**src/rtl/axi4l_regbank.sv**
```systemverilog
// axi4l_regbank: AXI4-Lite slave exposing NUM_REGS control/status registers.
// Ports: aclk/areset (async, active-high); AXI4-Lite AW/W/B/AR/R channels;
//   reg_out (register i at [i*DATA_WIDTH +: DATA_WIDTH]), reg_in (status for
//   RO_MASK registers), wr_pulse (one-cycle strobe per successful write).
// Option: `define AXI4L_REGBANK_WSTRB_EN for byte-lane write strobes;
//   otherwise every write replaces the full word.
module axi4l_regbank #(
  parameter int                    DATA_WIDTH = 32,
  parameter int                    ADDR_WIDTH = 32,
  parameter int                    NUM_REGS   = 16,
  parameter logic [NUM_REGS-1:0]   RO_MASK    = '0,
  parameter logic [DATA_WIDTH-1:0] RESET_VAL  = '0
) (
  input  logic                           aclk,
  input  logic                           areset,
  input  logic [ADDR_WIDTH-1:0]          awaddr,
  input  logic [2:0]                     awprot,
  input  logic                           awvalid,
  output logic                           awready,
  input  logic [DATA_WIDTH-1:0]          wdata,
  input  logic [DATA_WIDTH/8-1:0]        wstrb,
  input  logic                           wvalid,
  output logic                           wready,
  output logic [1:0]                     bresp,
  output logic                           bvalid,
  input  logic                           bready,
  input  logic [ADDR_WIDTH-1:0]          araddr,
  input  logic [2:0]                     arprot,
  input  logic                           arvalid,
  output logic                           arready,
  output logic [DATA_WIDTH-1:0]          rdata,
  output logic [1:0]                     rresp,
  output logic                           rvalid,
  input  logic                           rready,
  output logic [NUM_REGS*DATA_WIDTH-1:0] reg_out,
  input  logic [NUM_REGS*DATA_WIDTH-1:0] reg_in,
  output logic [NUM_REGS-1:0]            wr_pulse
);

  localparam int LSB = $clog2(DATA_WIDTH/8);
  localparam int SW  = DATA_WIDTH/8;
`ifdef AXI4L_REGBANK_WSTRB_EN
  localparam bit STRB_EN = 1'b1;
`else
  localparam bit STRB_EN = 1'b0;
`endif

  typedef enum logic {W_COLLECT, W_RESP} wstate_t;
  typedef enum logic {R_IDLE, R_DATA} rstate_t;

  wstate_t wst, wst_nxt;
  rstate_t rst, rst_nxt;

  logic [DATA_WIDTH-1:0] regs [NUM_REGS];

  logic                  aw_have, w_have;
  logic [ADDR_WIDTH-1:0] aw_addr_q;
  logic [DATA_WIDTH-1:0] w_data_q;
  logic [SW-1:0]         w_strb_q;
  logic                  aw_take, w_take, commit;
  logic [ADDR_WIDTH-1:0] wr_addr, wr_idx;
  logic [DATA_WIDTH-1:0] wr_data, wr_old, wr_merged;
  logic [SW-1:0]         wr_strb;
  logic [NUM_REGS-1:0]   wr_hit;
  logic [1:0]            wr_resp;

  logic                  ar_take, rd_dec;
  logic [ADDR_WIDTH-1:0] rd_idx;
  logic [DATA_WIDTH-1:0] rd_val;

  logic unused_ok;
  assign unused_ok = ^{awprot, arprot, reg_in};

  // Handshake/commit terms come from state and valids only, so they never
  // loop back through the ready outputs.
  assign aw_take = (wst == W_COLLECT) && !aw_have && awvalid;
  assign w_take  = (wst == W_COLLECT) && !w_have && wvalid;
  assign commit  = (wst == W_COLLECT) && (aw_have || awvalid) && (w_have || wvalid);
  assign ar_take = (rst == R_IDLE) && arvalid;

  assign wr_addr = aw_have ? aw_addr_q : awaddr;
  assign wr_data = w_have ? w_data_q : wdata;
  assign wr_strb = w_have ? w_strb_q : wstrb;

  always_comb begin
    wr_idx    = wr_addr >> LSB;
    wr_hit    = '0;
    wr_old    = '0;
    wr_resp   = 2'b00;
    for (int unsigned i = 0; i < NUM_REGS; i++) begin
      if (wr_idx == ADDR_WIDTH'(i)) begin
        wr_hit[i] = 1'b1;
        wr_old    = regs[i];
      end
    end
    if (wr_hit == '0)
      wr_resp = 2'b11;
    else if ((wr_hit & RO_MASK) != '0)
      wr_resp = 2'b10;
    wr_merged = wr_old;
    for (int unsigned b = 0; b < SW; b++) begin
      if (!STRB_EN || wr_strb[b])
        wr_merged[b*8 +: 8] = wr_data[b*8 +: 8];
    end
  end

  always_ff @(posedge aclk or posedge areset) begin
    if (areset) wst <= W_COLLECT;
    else        wst <= wst_nxt;
  end

  always_comb begin
    wst_nxt = wst;
    awready = 1'b0;
    wready  = 1'b0;
    bvalid  = 1'b0;
    case (wst)
      W_COLLECT: begin
        awready = !aw_have;
        wready  = !w_have;
        if (commit) wst_nxt = W_RESP;
      end
      W_RESP: begin
        bvalid = 1'b1;
        if (bready) wst_nxt = W_COLLECT;
      end
      default: wst_nxt = W_COLLECT;
    endcase
  end

  always_ff @(posedge aclk or posedge areset) begin
    if (areset) begin
      aw_have   <= 1'b0;
      w_have    <= 1'b0;
      aw_addr_q <= '0;
      w_data_q  <= '0;
      w_strb_q  <= '0;
      bresp     <= 2'b00;
      wr_pulse  <= '0;
    end else begin
      wr_pulse <= '0;
      if (commit) begin
        aw_have  <= 1'b0;
        w_have   <= 1'b0;
        bresp    <= wr_resp;
        wr_pulse <= (wr_resp == 2'b00) ? wr_hit : '0;
      end else begin
        if (aw_take) begin
          aw_have   <= 1'b1;
          aw_addr_q <= awaddr;
        end
        if (w_take) begin
          w_have   <= 1'b1;
          w_data_q <= wdata;
          w_strb_q <= wstrb;
        end
      end
    end
  end

  always_ff @(posedge aclk or posedge areset) begin
    if (areset) begin
      for (int unsigned i = 0; i < NUM_REGS; i++)
        regs[i] <= RO_MASK[i] ? '0 : RESET_VAL;
    end else begin
      for (int unsigned i = 0; i < NUM_REGS; i++) begin
        if (RO_MASK[i])
          regs[i] <= reg_in[i*DATA_WIDTH +: DATA_WIDTH];
        else if (commit && wr_hit[i])
          regs[i] <= wr_merged;
      end
    end
  end

  always_comb begin
    for (int unsigned i = 0; i < NUM_REGS; i++)
      reg_out[i*DATA_WIDTH +: DATA_WIDTH] = regs[i];
  end

  always_comb begin
    rd_idx = araddr >> LSB;
    rd_val = '0;
    rd_dec = 1'b1;
    for (int unsigned i = 0; i < NUM_REGS; i++) begin
      if (rd_idx == ADDR_WIDTH'(i)) begin
        rd_dec = 1'b0;
        rd_val = RO_MASK[i] ? reg_in[i*DATA_WIDTH +: DATA_WIDTH] : regs[i];
      end
    end
  end

  always_ff @(posedge aclk or posedge areset) begin
    if (areset) rst <= R_IDLE;
    else        rst <= rst_nxt;
  end

  always_comb begin
    rst_nxt = rst;
    arready = 1'b0;
    rvalid  = 1'b0;
    case (rst)
      R_IDLE: begin
        arready = 1'b1;
        if (ar_take) rst_nxt = R_DATA;
      end
      R_DATA: begin
        rvalid = 1'b1;
        if (rready) rst_nxt = R_IDLE;
      end
      default: rst_nxt = R_IDLE;
    endcase
  end

  always_ff @(posedge aclk or posedge areset) begin
    if (areset) begin
      rdata <= '0;
      rresp <= 2'b00;
    end else if (ar_take) begin
      rdata <= rd_val;
      rresp <= rd_dec ? 2'b11 : 2'b00;
    end
  end

endmodule

```
**config.mk**
```make
export PLATFORM = sky130hd
export DESIGN_NAME = axi4l_regbank
export DESIGN_NICKNAME = d
export VERILOG_FILES = /design/src/rtl/axi4l_regbank.sv
export SDC_FILE = /design/constraint.sdc
export NUM_CORES = 1
export LEC_CHECK = 0
export ABC_AREA = 1
export CORE_AREA = 2 2 459 461
export CTS_BUF_LIST = sky130_fd_sc_hd__clkbuf_4
export CTS_CLUSTER_SIZE = 30
export DETAILED_ROUTE_END_ITERATION = 12
export DIE_AREA = 0 0 461 463
export PLACE_DENSITY = 0.33
export SETUP_SLACK_MARGIN = 0.05
export SLEW_MARGIN = 20
export SYNTH_ARGS = -nofsm -noshare
export SYNTH_HDL_FRONTEND = slang
export SYNTH_SLANG_ARGS = --single-unit
```
**constraint.sdc**
```tcl
create_clock -name aclk -period 27 [get_ports aclk]
set_clock_uncertainty 0.05 [all_clocks]
set_input_delay 4.05 -clock aclk [delete_from_list [all_inputs] [get_ports aclk]]
set_output_delay 4.05 -clock aclk [all_outputs]
set_load 0.02 [all_outputs]
```
==> metrics.cfg <==
[cts]
tritoncts.num_buffers = 199
cts.repair_timing.setup_buffer_count = 0
clk-insertion-delay-late_ns = 1.24
htree_num_levels = 4
ctsLongestPathBuffers = 3
cts_hold_buf = 0
cts_tree = done
clockRootBuffer = sky130_fd_sc_hd__clkbuf_4
resized_cells_post_cts = 0
path_clk_slew_ns = 0.06
cts.sink_count = 628

[critical_path]
r2r_start = aw_have
r2r_slack_ns = 22.63
worst-r2r-cell-count = 12
cpPeakStageDelay_ns = 0.78
critPathLaunchType = flop
critical_path.cell_chain = nor2_1, clkdlybuf4s50_1
timing.setup.critical_path_class = reg2out
arrival_ns = 2.88
r2r_end = reg_out[28]
critical_path.endpoint_type = output pin
timing.critical_path.fanout_max = 9
critical-path-slowest-cell = sky130_fd_sc_hd__clkdlybuf4s50_1
worst-endpoint-required_ns = 22.90

[grt]
vias_in_the_first_global_route = 26800
grt_max_degree = 137
number_of_antenna_violations_at_the_first_check_in_global_routing = 14
grt_first_pass_wirelength_mm = 231
grt_use_total_pct = 15.6
globalRoute.totalOverflow = 0

[logic_synthesis]
synth_nets = 4031
synth_most_common_cell = sky130_fd_sc_hd__nand2_1
synthesis.area_per_instance_um2 = 8.40
most_common_library_cells_after_synthesis = sky130_fd_sc_hd__nand2_1 (1050), sky130_fd_sc_hd__dfrtp_1 (628), sky130_fd_sc_hd__o21ai_1 (413)
post_synth_main_area_contributors = sky130_fd_sc_hd__dfrtp_1 (55%), sky130_fd_sc_hd__nand2_1 (14%), sky130_fd_sc_hd__o21ai_1 (7.2%)
register_area_share_after_synthesis_pct = 55.0
synthFlopType = sky130_fd_sc_hd__dfrtp_1
synth.ff_latch_count = 628
synth-async-reset-ratio_pct = 100
synth_top_cell_area_share_pct = 55.0
count_of_flip_flops_with_a_built_in_enable_after_synthesis = 0
post-synth-top-area-cell = sky130_fd_sc_hd__dfrtp_1
ys_types = 43
yosysWarningCount = 0
syn-cell-area_mm2 = 0.0286
post_synth_inst_count = 3406

[floorplanning]
core_mm2 = 0.209
die_area_mm2 = 0.213
chipHeight_um = 463
initial_core_util_pct = 13.7
io_pins = 1194
die_w_um = 461
placementRows = 168

[routing]
post-route-drc-count = 0
routed-via-count = 26700
dr.first_iter.drc_count = 1735
antenna_violating_nets_post_route = 0
drt_first_pass_iters = 5
viasPerCell = 3.80
wire_per_inst_um = 24.1
routed_wirelength_mm = 170

[layout]
post_route_cells_drive_above_1_share_pct = 11.3
finish.net_count = 4718
areaGrowthSynthToFinish_pct = 41.6
filler_cell_count = 23600
final_core_utilization_pct = 19.4
postLayoutCellArea_mm2 = 0.0405

[timing]
tightest_slew_ns = 1.09
rsz0062_at_grt = false
fin_worst_hold_slack_ns = 0.430
maximum_clock_frequency_mhz = 143
timing.final.max_slew_violations = 0
hold_viol = 0
slew-limit-headroom_pct = 27.1
final.min_clock_period_ns = 6.98
totalNegativeSetupSlack_ns = 0
layout_worst_path_cycle_share_pct = 25.8
setup-violations-final = 0

[worst_hold_path]
hold_end = rdata[31]
min_path_type = reg2reg
holdPathStages = 2
hold_path_startpoint = rdata[31]

[power_and_ir_drop]
intPower_mw = 1.56
power.share.clock_pct = 40.6
design_power_total_mw = 2.38
power.share.combinational_pct = 16.6
power_per_cell_area_mw_per_mm2 = 58.8
power.net_switching_uw = 823
p_seq_share_pct = 42.8
irDropWorstVdd_mv = 0.0370
cellLeakagePower_nw = 16.5
switching_part_of_the_total_power_pct = 34.5

[place]
globalplace.congestion = 0.826
place_hpwl_mm = 127
portBuffers = 667
place_area_mm2 = 0.0381

[run]
cap_viol_max_count = 0

[outcome]
outcome = completed

layout by cell type (no fill, tap or decap), types with 4 or more instances in the layout:
cell | synthesis | routed
sky130_fd_sc_hd__nand2_2 | 6 | 8
sky130_fd_sc_hd__nor3_2 | 2 | 9
sky130_fd_sc_hd__nor2_4 | 7 | 14
sky130_fd_sc_hd__o21a_1 | 32 | 32
sky130_fd_sc_hd__diode_2 | 0 | 13
sky130_fd_sc_hd__mux2_2 | 11 | 11
sky130_fd_sc_hd__inv_2 | 5 | 9
sky130_fd_sc_hd__buf_4 | 9 | 44
sky130_fd_sc_hd__nand4_1 | 129 | 129
sky130_fd_sc_hd__a21oi_1 | 5 | 5
sky130_fd_sc_hd__clkdlybuf4s50_1 | 0 | 667
sky130_fd_sc_hd__inv_4 | 4 | 4
sky130_fd_sc_hd__nand3_1 | 162 | 159
sky130_fd_sc_hd__o21ai_2 | 41 | 41
sky130_fd_sc_hd__o21ai_1 | 413 | 413
sky130_fd_sc_hd__dfrtp_1 | 628 | 627
sky130_fd_sc_hd__nor4_1 | 7 | 6
sky130_fd_sc_hd__nand2_1 | 1050 | 1048
sky130_fd_sc_hd__nor2_1 | 250 | 245
sky130_fd_sc_hd__clkbuf_4 | 0 | 288
sky130_fd_sc_hd__nor2_2 | 8 | 6
sky130_fd_sc_hd__o21ai_0 | 126 | 126
sky130_fd_sc_hd__clkinv_1 | 0 | 22
sky130_fd_sc_hd__nand3_4 | 6 | 15
sky130_fd_sc_hd__inv_1 | 231 | 227
sky130_fd_sc_hd__nor3_1 | 25 | 18
stage by stage:
stage	setup WS [ns]	std cells
6_report	20.02	7031
5_1_grt	19.77	7025
4_1_cts	19.81	7018
3_5_place_dp	18.62	6697
3_3_place_gp	18.63	6697
2_1_floorplan	5.31	3406
worst max path at each step:
stage,end,from,slack [ns],cells after the start
floorplan,aw_addr_q[10],areset,5.31,1
global placement,rdata[13],araddr[17],18.63,16
detailed placement,rdata[13],araddr[17],18.62,16
CTS,awready,aw_have,19.81,2
global route,awready,aw_have,19.77,2
finish,awready,aw_have,20.02,2
kinds of logic (layout without fill, tap and decap cells):
family,count (synthesis),in the layout,synth area share (%)
compound gates,626,626,12.0
other cells,0,13,0
simple gates,1674,1674,25.1
buf+inv,467,1274,7.50
mux,11,11,0.433
flops,628,628,55.0
power by group through the flow:
stage / sequential (mW) / clock, mW / combinational, mW
final: 1.02 / 0.966 / 0.397
after global routing: 1.03 / 1.07 / 0.441
after CTS: 1.02 / 1.02 / 0.422
after detailed placement: 1.04 / 0 / 0.422
after global placement: 1.04 / 0 / 0.419
after floorplan: 1.03 / 0 / 0.229
sequential cells by signal, indices dropped and copies added, names as in the netlist:
name,count
w_data_q,32
w_have,1
rdata,32
aw_addr_q,30
bresp,1
rst,1
wst,1
rresp,1
aw_have,1
reg_out,512
wr_pulse,16
layout make-up:
cell class	count	area, µm²	share of cell area [%]
Sequential cell	628	15700	38.8
Multi-Input combinational cell	2311	10900	27.0
Timing Repair Buffer	713	7050	17.4
Tap cell	2805	3510	8.67
Clock buffer	288	2160	5.34
Inverter	240	918	2.27
Clock inverter	33	181	0.448
Antenna cell	13	32.5	0.0803
critical path, delay by kind of cell (launching register included):
kind                   cells  cell delay, ns
DFF                        1            0.62
buffers and inverters      1            0.78
and+or+nand+nor            1            0.28
layer usage:
metal / vias up / global-route usage [%] / share of wire, %
met5: - / 0 / 0.028
met4: 8 / 4.48 / 2.5
met3: 210 / 8.10 / 12
met2: 994 / 24.3 / 44
met1: 12900 / 18.7 / 41
li1: 12600 / - / -
No activity file was read; power rests on OpenSTA's default activity.
